<file path="src/rtl/pipeline_regs_pkg.sv">
// Shared latch payload types, controller state encoding and bubble constants
// for the 5-stage pipeline latches.
package pipeline_regs_pkg;

  typedef enum logic [1:0] {
    RUN    = 2'd0,
    DWAIT  = 2'd1,
    HALTED = 2'd2
  } ctrl_state_t;

  typedef struct packed {
    logic [31:0] instr;
    logic [31:0] pc4;
  } FD_t;

  typedef struct packed {
    logic        regwr;
    logic        memwr;
    logic        dcuREN;
    logic        dcuWEN;
    logic        halt;
    logic [4:0]  rt;
    logic [4:0]  wsel;
    logic [31:0] data;
  } DE_t;

  typedef struct packed {
    logic        regwr;
    logic        memwr;
    logic        dcuREN;
    logic        dcuWEN;
    logic        halt;
    logic [4:0]  wsel;
    logic [31:0] addr;
    logic [31:0] data;
  } EM_t;

  typedef struct packed {
    logic        regwr;
    logic        halt;
    logic [4:0]  wsel;
    logic [31:0] data;
  } MW_t;

  // A bubble is an all-zero payload: no register write, no memory access, no halt.
  localparam FD_t FD_BUBBLE = '0;
  localparam DE_t DE_BUBBLE = '0;
  localparam EM_t EM_BUBBLE = '0;
  localparam MW_t MW_BUBBLE = '0;

endpackage

</file>
<file path="src/rtl/hazard_detect.sv">
// Load-use hazard: the load sitting in DE writes a register that the
// instruction in FD reads, so FD must wait one cycle.
module hazard_detect (
  input  logic       de_dcu_ren_i,
  input  logic [4:0] de_rt_i,
  input  logic [4:0] dec_rs_i,
  input  logic [4:0] dec_rt_i,
  output logic       load_use_o
);

  // $0 is hardwired to zero, so a load into it never creates a dependency.
  assign load_use_o = de_dcu_ren_i & (de_rt_i != 5'd0) &
                      ((de_rt_i == dec_rs_i) | (de_rt_i == dec_rt_i));

endmodule

</file>
<file path="src/rtl/pipeline_latch_ctrl.sv">
// Owns the FD/DE/EM/MW latches and decides each cycle whether every latch
// advances, holds or takes a bubble; also tracks halt and stall cycles.
module pipeline_latch_ctrl
  import pipeline_regs_pkg::*;
#(
  parameter int CNT_W = 32
) (
  input  logic             CLK,
  input  logic             RST,
  input  logic             ihit,
  input  logic             dhit,
  input  logic             ex_flush,
  input  logic [4:0]       dec_rs,
  input  logic [4:0]       dec_rt,
  input  FD_t              FD_in,
  input  DE_t              DE_in,
  input  EM_t              EM_in,
  input  MW_t              MW_in,
  output FD_t              FD_out,
  output DE_t              DE_out,
  output EM_t              EM_out,
  output MW_t              MW_out,
  output logic             pc_en,
  output logic             halted,
  output logic [CNT_W-1:0] stall_cnt
);

  ctrl_state_t      state_q, state_d;
  FD_t              fd_q, fd_d;
  DE_t              de_q, de_d;
  EM_t              em_q, em_d;
  MW_t              mw_q, mw_d;
  logic [CNT_W-1:0] stall_q, stall_d;
  logic             mem_busy;
  logic             load_use;
  logic             stall_evt;
  logic             pc_en_c;

  assign mem_busy = (em_q.dcuREN | em_q.dcuWEN) & ~dhit;

  hazard_detect u_hazard_detect (
    .de_dcu_ren_i (de_q.dcuREN),
    .de_rt_i      (de_q.rt),
    .dec_rs_i     (dec_rs),
    .dec_rt_i     (dec_rt),
    .load_use_o   (load_use)
  );

  always_ff @(posedge CLK) begin
    if (RST) begin
      state_q <= RUN;
      fd_q    <= FD_BUBBLE;
      de_q    <= DE_BUBBLE;
      em_q    <= EM_BUBBLE;
      mw_q    <= MW_BUBBLE;
      stall_q <= '0;
    end else begin
      state_q <= state_d;
      fd_q    <= fd_d;
      de_q    <= de_d;
      em_q    <= em_d;
      mw_q    <= mw_d;
      stall_q <= stall_d;
    end
  end

  // Halt in MW outranks a pending D-cache miss: the access is simply abandoned.
  always_comb begin
    state_d = state_q;
    case (state_q)
      RUN: begin
        if (mw_q.halt)    state_d = HALTED;
        else if (mem_busy) state_d = DWAIT;
      end
      DWAIT: begin
        if (mw_q.halt)    state_d = HALTED;
        else if (dhit)    state_d = RUN;
      end
      HALTED:             state_d = HALTED;
      default:            state_d = RUN;
    endcase
  end

  // Priority order: memory stall, flush, load-use, I-cache miss, advance.
  always_comb begin
    fd_d      = fd_q;
    de_d      = de_q;
    em_d      = em_q;
    mw_d      = mw_q;
    pc_en_c   = 1'b0;
    stall_evt = 1'b0;
    if (state_q != HALTED) begin
      if (mem_busy) begin
        mw_d      = MW_BUBBLE;
        stall_evt = 1'b1;
      end else if (ex_flush) begin
        fd_d      = FD_BUBBLE;
        de_d      = DE_BUBBLE;
        em_d      = EM_in;
        mw_d      = MW_in;
        pc_en_c   = 1'b1;
        stall_evt = 1'b1;
      end else if (load_use) begin
        de_d      = DE_BUBBLE;
        em_d      = EM_in;
        mw_d      = MW_in;
        stall_evt = 1'b1;
      end else if (!ihit) begin
        fd_d      = FD_BUBBLE;
        de_d      = DE_in;
        em_d      = EM_in;
        mw_d      = MW_in;
        stall_evt = 1'b1;
      end else begin
        fd_d      = FD_in;
        de_d      = DE_in;
        em_d      = EM_in;
        mw_d      = MW_in;
        pc_en_c   = 1'b1;
      end
    end
  end

  always_comb begin
    stall_d = stall_q;
    if (stall_evt && (stall_q != {CNT_W{1'b1}}))
      stall_d = stall_q + CNT_W'(1);
  end

  // PC must not move while reset is being applied.
  assign pc_en     = pc_en_c & ~RST;
  assign halted    = (state_q == HALTED);
  assign stall_cnt = stall_q;
  assign FD_out    = fd_q;
  assign DE_out    = de_q;
  assign EM_out    = em_q;
  assign MW_out    = mw_q;

endmodule

</file>
<file path="config.mk">
export PLATFORM = sky130hd
export DESIGN_NAME = pipeline_latch_ctrl
export DESIGN_NICKNAME = d
export VERILOG_FILES = /design/src/rtl/pipeline_regs_pkg.sv /design/src/rtl/hazard_detect.sv /design/src/rtl/pipeline_latch_ctrl.sv
export SDC_FILE = /design/constraint.sdc
export NUM_CORES = 1
export LEC_CHECK = 0
export CAP_MARGIN = 30
export CORE_AREA = 5 5 189 191
export DETAILED_ROUTE_END_ITERATION = 7
export DIE_AREA = 0 0 194 196
export PLACE_DENSITY = 0.66
export SLEW_MARGIN = 20
export SYNTH_ARGS = -nofsm -noshare
export SYNTH_HDL_FRONTEND = slang
export SYNTH_SLANG_ARGS = --single-unit
export TNS_END_PERCENT = 5
</file>
<file path="constraint.sdc">
create_clock -name CLK -period 3 [get_ports CLK]
set_input_delay 0.6 -clock CLK [delete_from_list [all_inputs] [get_ports CLK]]
set_output_delay 0.6 -clock CLK [all_outputs]
set_load 0.02 [all_outputs]
</file>
==> Yosys cells after proc, flatten, opt, wreduce, memory -nomap -nowiden <==
Cells that the tools add are included.
{ "classes": {"mux": 21, "add_sub_neg": 1, "n_eq_ne": 9, "n_reduce_logical": 6, "bitwise": 9} }
{ "ops": {"columns": ["op", "count"], "rows": [
  ["$mux W64", 3],
  ["$mux W47", 2],
  ["$mux W39", 1],
  ["$add A32 B1 Y32 const B", 1],
  ["$ne A32 B32 Y1 const B", 1],
  ["$eq A5 B5 Y1", 2],
  ["$mux W1", 10],
  ["$mux W2", 4],
  ["$ne A3 B3 Y1 const B", 2],
  ["$pmux W2 S3", 1],
  ["$reduce_bool A5 Y1", 1],
  ["$and A1 B1 Y1", 4],
  ["$ne A2 B2 Y1 const B", 2],
  ["$reduce_and A2 Y1", 2],
  ["$not A1 Y1", 3],
  ["$reduce_and A3 Y1", 1],
  ["$eq A2 B1 Y1 const B", 1],
  ["$eq A2 B2 Y1 const B", 1],
  ["$logic_not A2 Y1", 1],
  ["$or A1 B1 Y1", 2],
  ["$logic_and A1 B1 Y1", 1]
]} }
{ "totals": {"word_cells": 70, "regBits": 258, "in_bits": 239, "out_inout_bits": 258} }

==> Depth between registers and ports, before layout <==
{ "logic_depth": {"word_depth": 8, "depth_mapped": 8, "ltp_nobuf": 7} }

==> Hierarchy <==
Synthesis repeated with hierarchy kept, for this count alone.
{ "hier_totals": {"hier_cells": 1167, "area_unflattened_um2": 9545.4} }
{ "by_module_without_submodules": {"columns": ["module", "instances", "seq_area_each_um2", "cells_each", "area_per_inst_um2"], "rows": [
  ["pipeline_latch_ctrl", 1, 5165.0, 1150, 9420.3],
  ["hazard_detect", 1, 0.0, 17, 125.1]
]} }

==> Worst setup path before layout <==
Ideal clock, no wire load.
{ "synth_path": {"kind": "register to output", "start": "reg de_q, in the netlist DE_out[41]", "end": "out pc_en", "path_buffers": 0, "setup_slack_ns": 0.678, "t_arrival_ns": 1.722, "stages_incl_launch_ff": 6, "path_cell_list": "dfxtp_1 or4_1 o21a_1 nand2_1 a21oi_1 nor3_1"} }
{ "synth_via": {"elab_chain_len": 8, "word_cells_on_any_way": 11, "cone_classes": "eq/ne: 2; mux: 4; bitwise: 4; reduce/logical: 1"} }
{ "synth_rtl": {"columns": ["element", "line", "source"], "rows": [
  ["start, declared", "pipeline_latch_ctrl.sv:30", "DE_t de_q, de_d;"],
  ["start signal, assigned", "pipeline_latch_ctrl.sv:53", "de_q <= DE_BUBBLE;"],
  ["start signal, assigned", "pipeline_latch_ctrl.sv:60", "de_q <= de_d;"],
  ["$eq A5 B5 Y1 / $reduce_bool A5 Y1 (equally long branches)", "hazard_detect.sv:13, hazard_detect.sv:12", null],
  ["$or A1 B1 Y1 / $and A1 B1 Y1 (equally long branches)", "hazard_detect.sv:13, hazard_detect.sv:12", null],
  ["$and A1 B1 Y1 (*)", "hazard_detect.sv:12", "assign load_use_o = de_dcu_ren_i & (de_rt_i != 5'd0) &"],
  ["$mux W1 (*)", "pipeline_latch_ctrl.sv:103", "end else if (load_use) begin"],
  ["$mux W1 (*)", "pipeline_latch_ctrl.sv:96", "end else if (ex_flush) begin"],
  ["$mux W1 (*)", "pipeline_latch_ctrl.sv:93", "if (mem_busy) begin"],
  ["$mux W1 (*)", "pipeline_latch_ctrl.sv:92", "if (state_q != HALTED) begin"],
  ["$and A1 B1 Y1 (*)", "pipeline_latch_ctrl.sv:131", "assign pc_en = pc_en_c & ~RST;"],
  ["end, declared", "pipeline_latch_ctrl.sv:23", "output logic pc_en,"]
]} }
Mark *: on every way between the ends. The rest lies on a longest branch, timed or not.

==> Worst setup path in the final report <==
{ "layout_path": {"start": "reg de_q, in the netlist DE_out[37]", "end": "out pc_en"} }
The elaborated chain is that of the path after synthesis.

==> summary.txt <==
Drt
  • Final ANT Viol Nets: 0
  • Via Count: 9,022
  • Overall routed net length: 35.1 mm
  • Routed vias/inst: 4.72
  • Drt wl/cell: 18.3 um
  • Drt pass-1 iters: 5
  • DR iter-0 viols: 330
  • DRC viols: 0

Worst setup path
  • Startpoint type of the worst setup path: flip-flop
  • FF-to-FF Start: DE_out[37]
  • CP Max Fanout: 4
  • CP bufs+invs: 2
  • Crit Path Class: flip-flop to output port
  • Critical Path AT: 2.26 ns
  • Slowest cell on the critical path: or4_1
  • CP Capture Type: output port
  • Worst reg2reg endpoint: stall_cnt[18]
  • Worst path cell trace: or4_1 > o21a_4 > nand2_1 > a21oi_1 > nor3_2 > buf_4 > buf_4
  • Worst Reg2Reg Path Length in Cells: 8
  • Largest delay share family, worst path: simple AND/OR/NAND/NOR gates
  • Slowest cell delay on critical path: 0.52 ns
  • CP required: 2.40 ns
  • Most frequent cell on the critical path: buf_4
  • R2R Setup Slk: 0.59 ns

Yosys
  • Synth Area per Inst: 9.58 um^2
  • Seq/Total Area, Yosys: 56.0%
  • Library cells used by synthesis: 48
  • Post-Synthesis Cells: 962
  • YS warnings: 0
  • Post-synth EDFFs: 0
  • Synth Cell Area: 9220 um^2
  • Flops & latches, synth: 258
  • Syn_nets: 1,202
  • Post-synth ARST share: 0%
  • Main synth FF type: dfxtp_1

Global route
  • Wire length of the first global-routing pass: 52.8 mm
  • Largest net degree at the start of global routing: 124
  • GRT Total Usage: 17.1%
  • Antenna violations before repair: 0
  • Vias in the first global route: 9,132
  • Gr ovfl total: 0

Final layout
  • Finished Layout Cells: 1,913
  • Most frequent cells in the layout: clkdlybuf4s50_1 (494), dfxtp_1 (257), nand2_1 (163)
  • Proportion of layout cells with a drive suffix above 1: 7.13%
  • Synth-to-layout area growth: 70.2%
  • N_diodes: 0
  • Most common cell after layout, fill and taps aside: clkdlybuf4s50_1
  • Filler instances: 3,112
  • Layout Nets: 1,677

Timing
  • Clock Skews: 0.0171 ns
  • Fin crit period: 2.86 ns
  • Setup Viol. Count Final: 0
  • F_max: 350 MHz
  • Final Max Tran Viols: 0
  • Slew at the pin closest to its max-slew limit: 0.830 ns
  • RSZ-0062 raised after global routing: no
  • Worst rel slew slack: 44.7%
  • Final hold vios: 0
  • Final period util: 95.3%
  • Setup TNS Final: 0 ns

Power and ir drop
  • VDD IR-drop max: 0.376 mV
  • Leakage dissipation: 0.00585 uW
  • Power density cells: 577 nW/um^2

Place
  • Placed Cells: 1,861
  • DPL Wire Length: 26.0 mm
  • Port buffer count: 496
  • Routability cong.: 0.836

Die
  • Die Y-Extent: 196 um
  • Die area: 38,000 um^2
  • Core area: 33,900 um^2
  • I/O pins: 497
  • Die span in x: 194 um
  • Starting Density: 27.2%
  • # rows: 68

Run
  • Maxcap violations: 0

Run status
  • Status: finished, final reports clean

Hold path
  • Hold Path End: EM_out[30]
  • Hold Path Cell Cnt: 2
  • Worst hold path type: flip-flop to flip-flop
  • Hold_sp: EM_out[30]

Clock network
  • TritonCTS clock tree: done
  • Num CTS Buffers: 29
  • Root Buffer: clkbuf_16
  • Cts hold-fix bufs: 0
  • Max Root-Sink Buffers: 3
  • Clk Latency, worst-skew pair: 0.55 ns
  • Setup repair bufs after CTS: 0
  • H-tree levels: 1
  • Reg clk slew, reported paths: 0.06 ns
  • Sinks on Clock Net: 258
metal layers:
metal  up-vias  routed length, um  track usage, %  share of wire (%)
met5         -                  0               0                  0
met4         0                931            5.10                2.7
met3        54               3310            6.06                9.4
met2       406              17200            30.4                 49
met1      4186              13600            19.3                 39
li1       4376                  -               -                  -
sequential cells by signal (all words and copies together), names as in the netlist:
| name | count |
|---|---|
| EM_out | 74 |
| FD_out | 64 |
| DE_out | 47 |
| stall_cnt | 32 |
| state_q | 2 |
| MW_out | 39 |
per-stage QoR:
step	util (%)	instance area [um^2]	total power, uW	worst slack, ns	hold slack [ns]
6_report	46.2	15700	9050	0.141	0.451
4_1_cts	46.2	15700	9170	0.0187	0.454
2_1_floorplan	-	9220	4630	0.678	0.433
3_3_place_gp	43.3	14700	5610	-0.138	0.440
5_1_grt	46.2	15700	9440	0.0188	0.475
3_5_place_dp	43.4	14700	5630	-0.201	0.446
cells by family (layout without fill, tap and decap cells):
group | after synthesis | count (layout) | share of synthesized area [%]
and+or+nand+nor | 318 | 318 | 15.6
AOI/OAI and AO/OA | 277 | 277 | 21.6
DFF | 258 | 258 | 56.0
buffers and inverters | 85 | 581 | 4.00
muxes | 13 | 13 | 1.63
xor gates and xnor gates | 10 | 10 | 0.950
adders and majority gates | 1 | 1 | 0.136
synth_stat cells, types with 3 or more instances:
cell      count  area share, %
and3_1        3           0.20
nor3_1        4           0.22
nand3_1      14           0.76
o21ai_0       3           0.16
buf_4         3           0.24
nor2_1       75            3.1
inv_1        10           0.41
dfxtp_1     258             56
o41ai_1       4           0.38
nand2_1     163            6.6
xnor2_1      10           0.95
a22o_1      103            9.8
nand4_1       7           0.47
buf_2        19            1.0
o31ai_1      11           0.90
a21oi_1      95            5.2
nor4_1        8           0.54
or4_1        11           0.90
clkbuf_1     48            2.0
or3_1         5           0.34
a22oi_1      47            3.8
buf_1         3           0.12
mux2_2       12            1.5
nor4b_1       4           0.38
nor2b_1      12           0.81
worst reg2reg max path, stage by stage (launching register included):
cell	delay (ns)
dfxtp_1	0.32
buf_4	0.17
xnor2_1	0.20
nand2_1	0.10
o22ai_2	0.19
buf_4	0.21
o21ai_4	0.22
a2111oi_0	0.49
mux2_2	0.39
power breakdown:
group / switching (uW) / internal [uW] / leakage (uW) / total (uW)
clock: 1390 / 2110 / 0.000471 / 3510
combinational: 899 / 867 / 0.00326 / 1770
sequential: 131 / 3650 / 0.00212 / 3780
final cells by class:
class | instances | area [um^2] | area share [%]
repair buffers | 519 | 5220 | 33.3
flip-flops and latches | 258 | 5170 | 32.9
multi-input cells | 619 | 3750 | 23.9
clock buffers | 42 | 845 | 5.38
well taps | 455 | 569 | 3.63
clock inverters | 10 | 110 | 0.702
inverters | 10 | 37.5 | 0.239
repair_timing:
| item | CTS | global route |
|---|---|---|
| setup endpoints to repair | 1 | 1 |
| pin swaps | 1 | 0 |
| gates resized for setup | 6 | 3 |
worst max-delay path by stage:
stage	from	to	slack (ns)	depth (start not counted)
floorplan	DE_out[41]	pc_en	0.68	5
global placement	dec_rt[1]	pc_en	-0.14	9
detailed placement	dec_rt[1]	pc_en	-0.20	9
CTS	DE_out[37]	pc_en	0.02	7
global route	DE_out[41]	pc_en	0.02	7
finish	DE_out[37]	pc_en	0.14	7
Power figures use the tool's default switching activity.
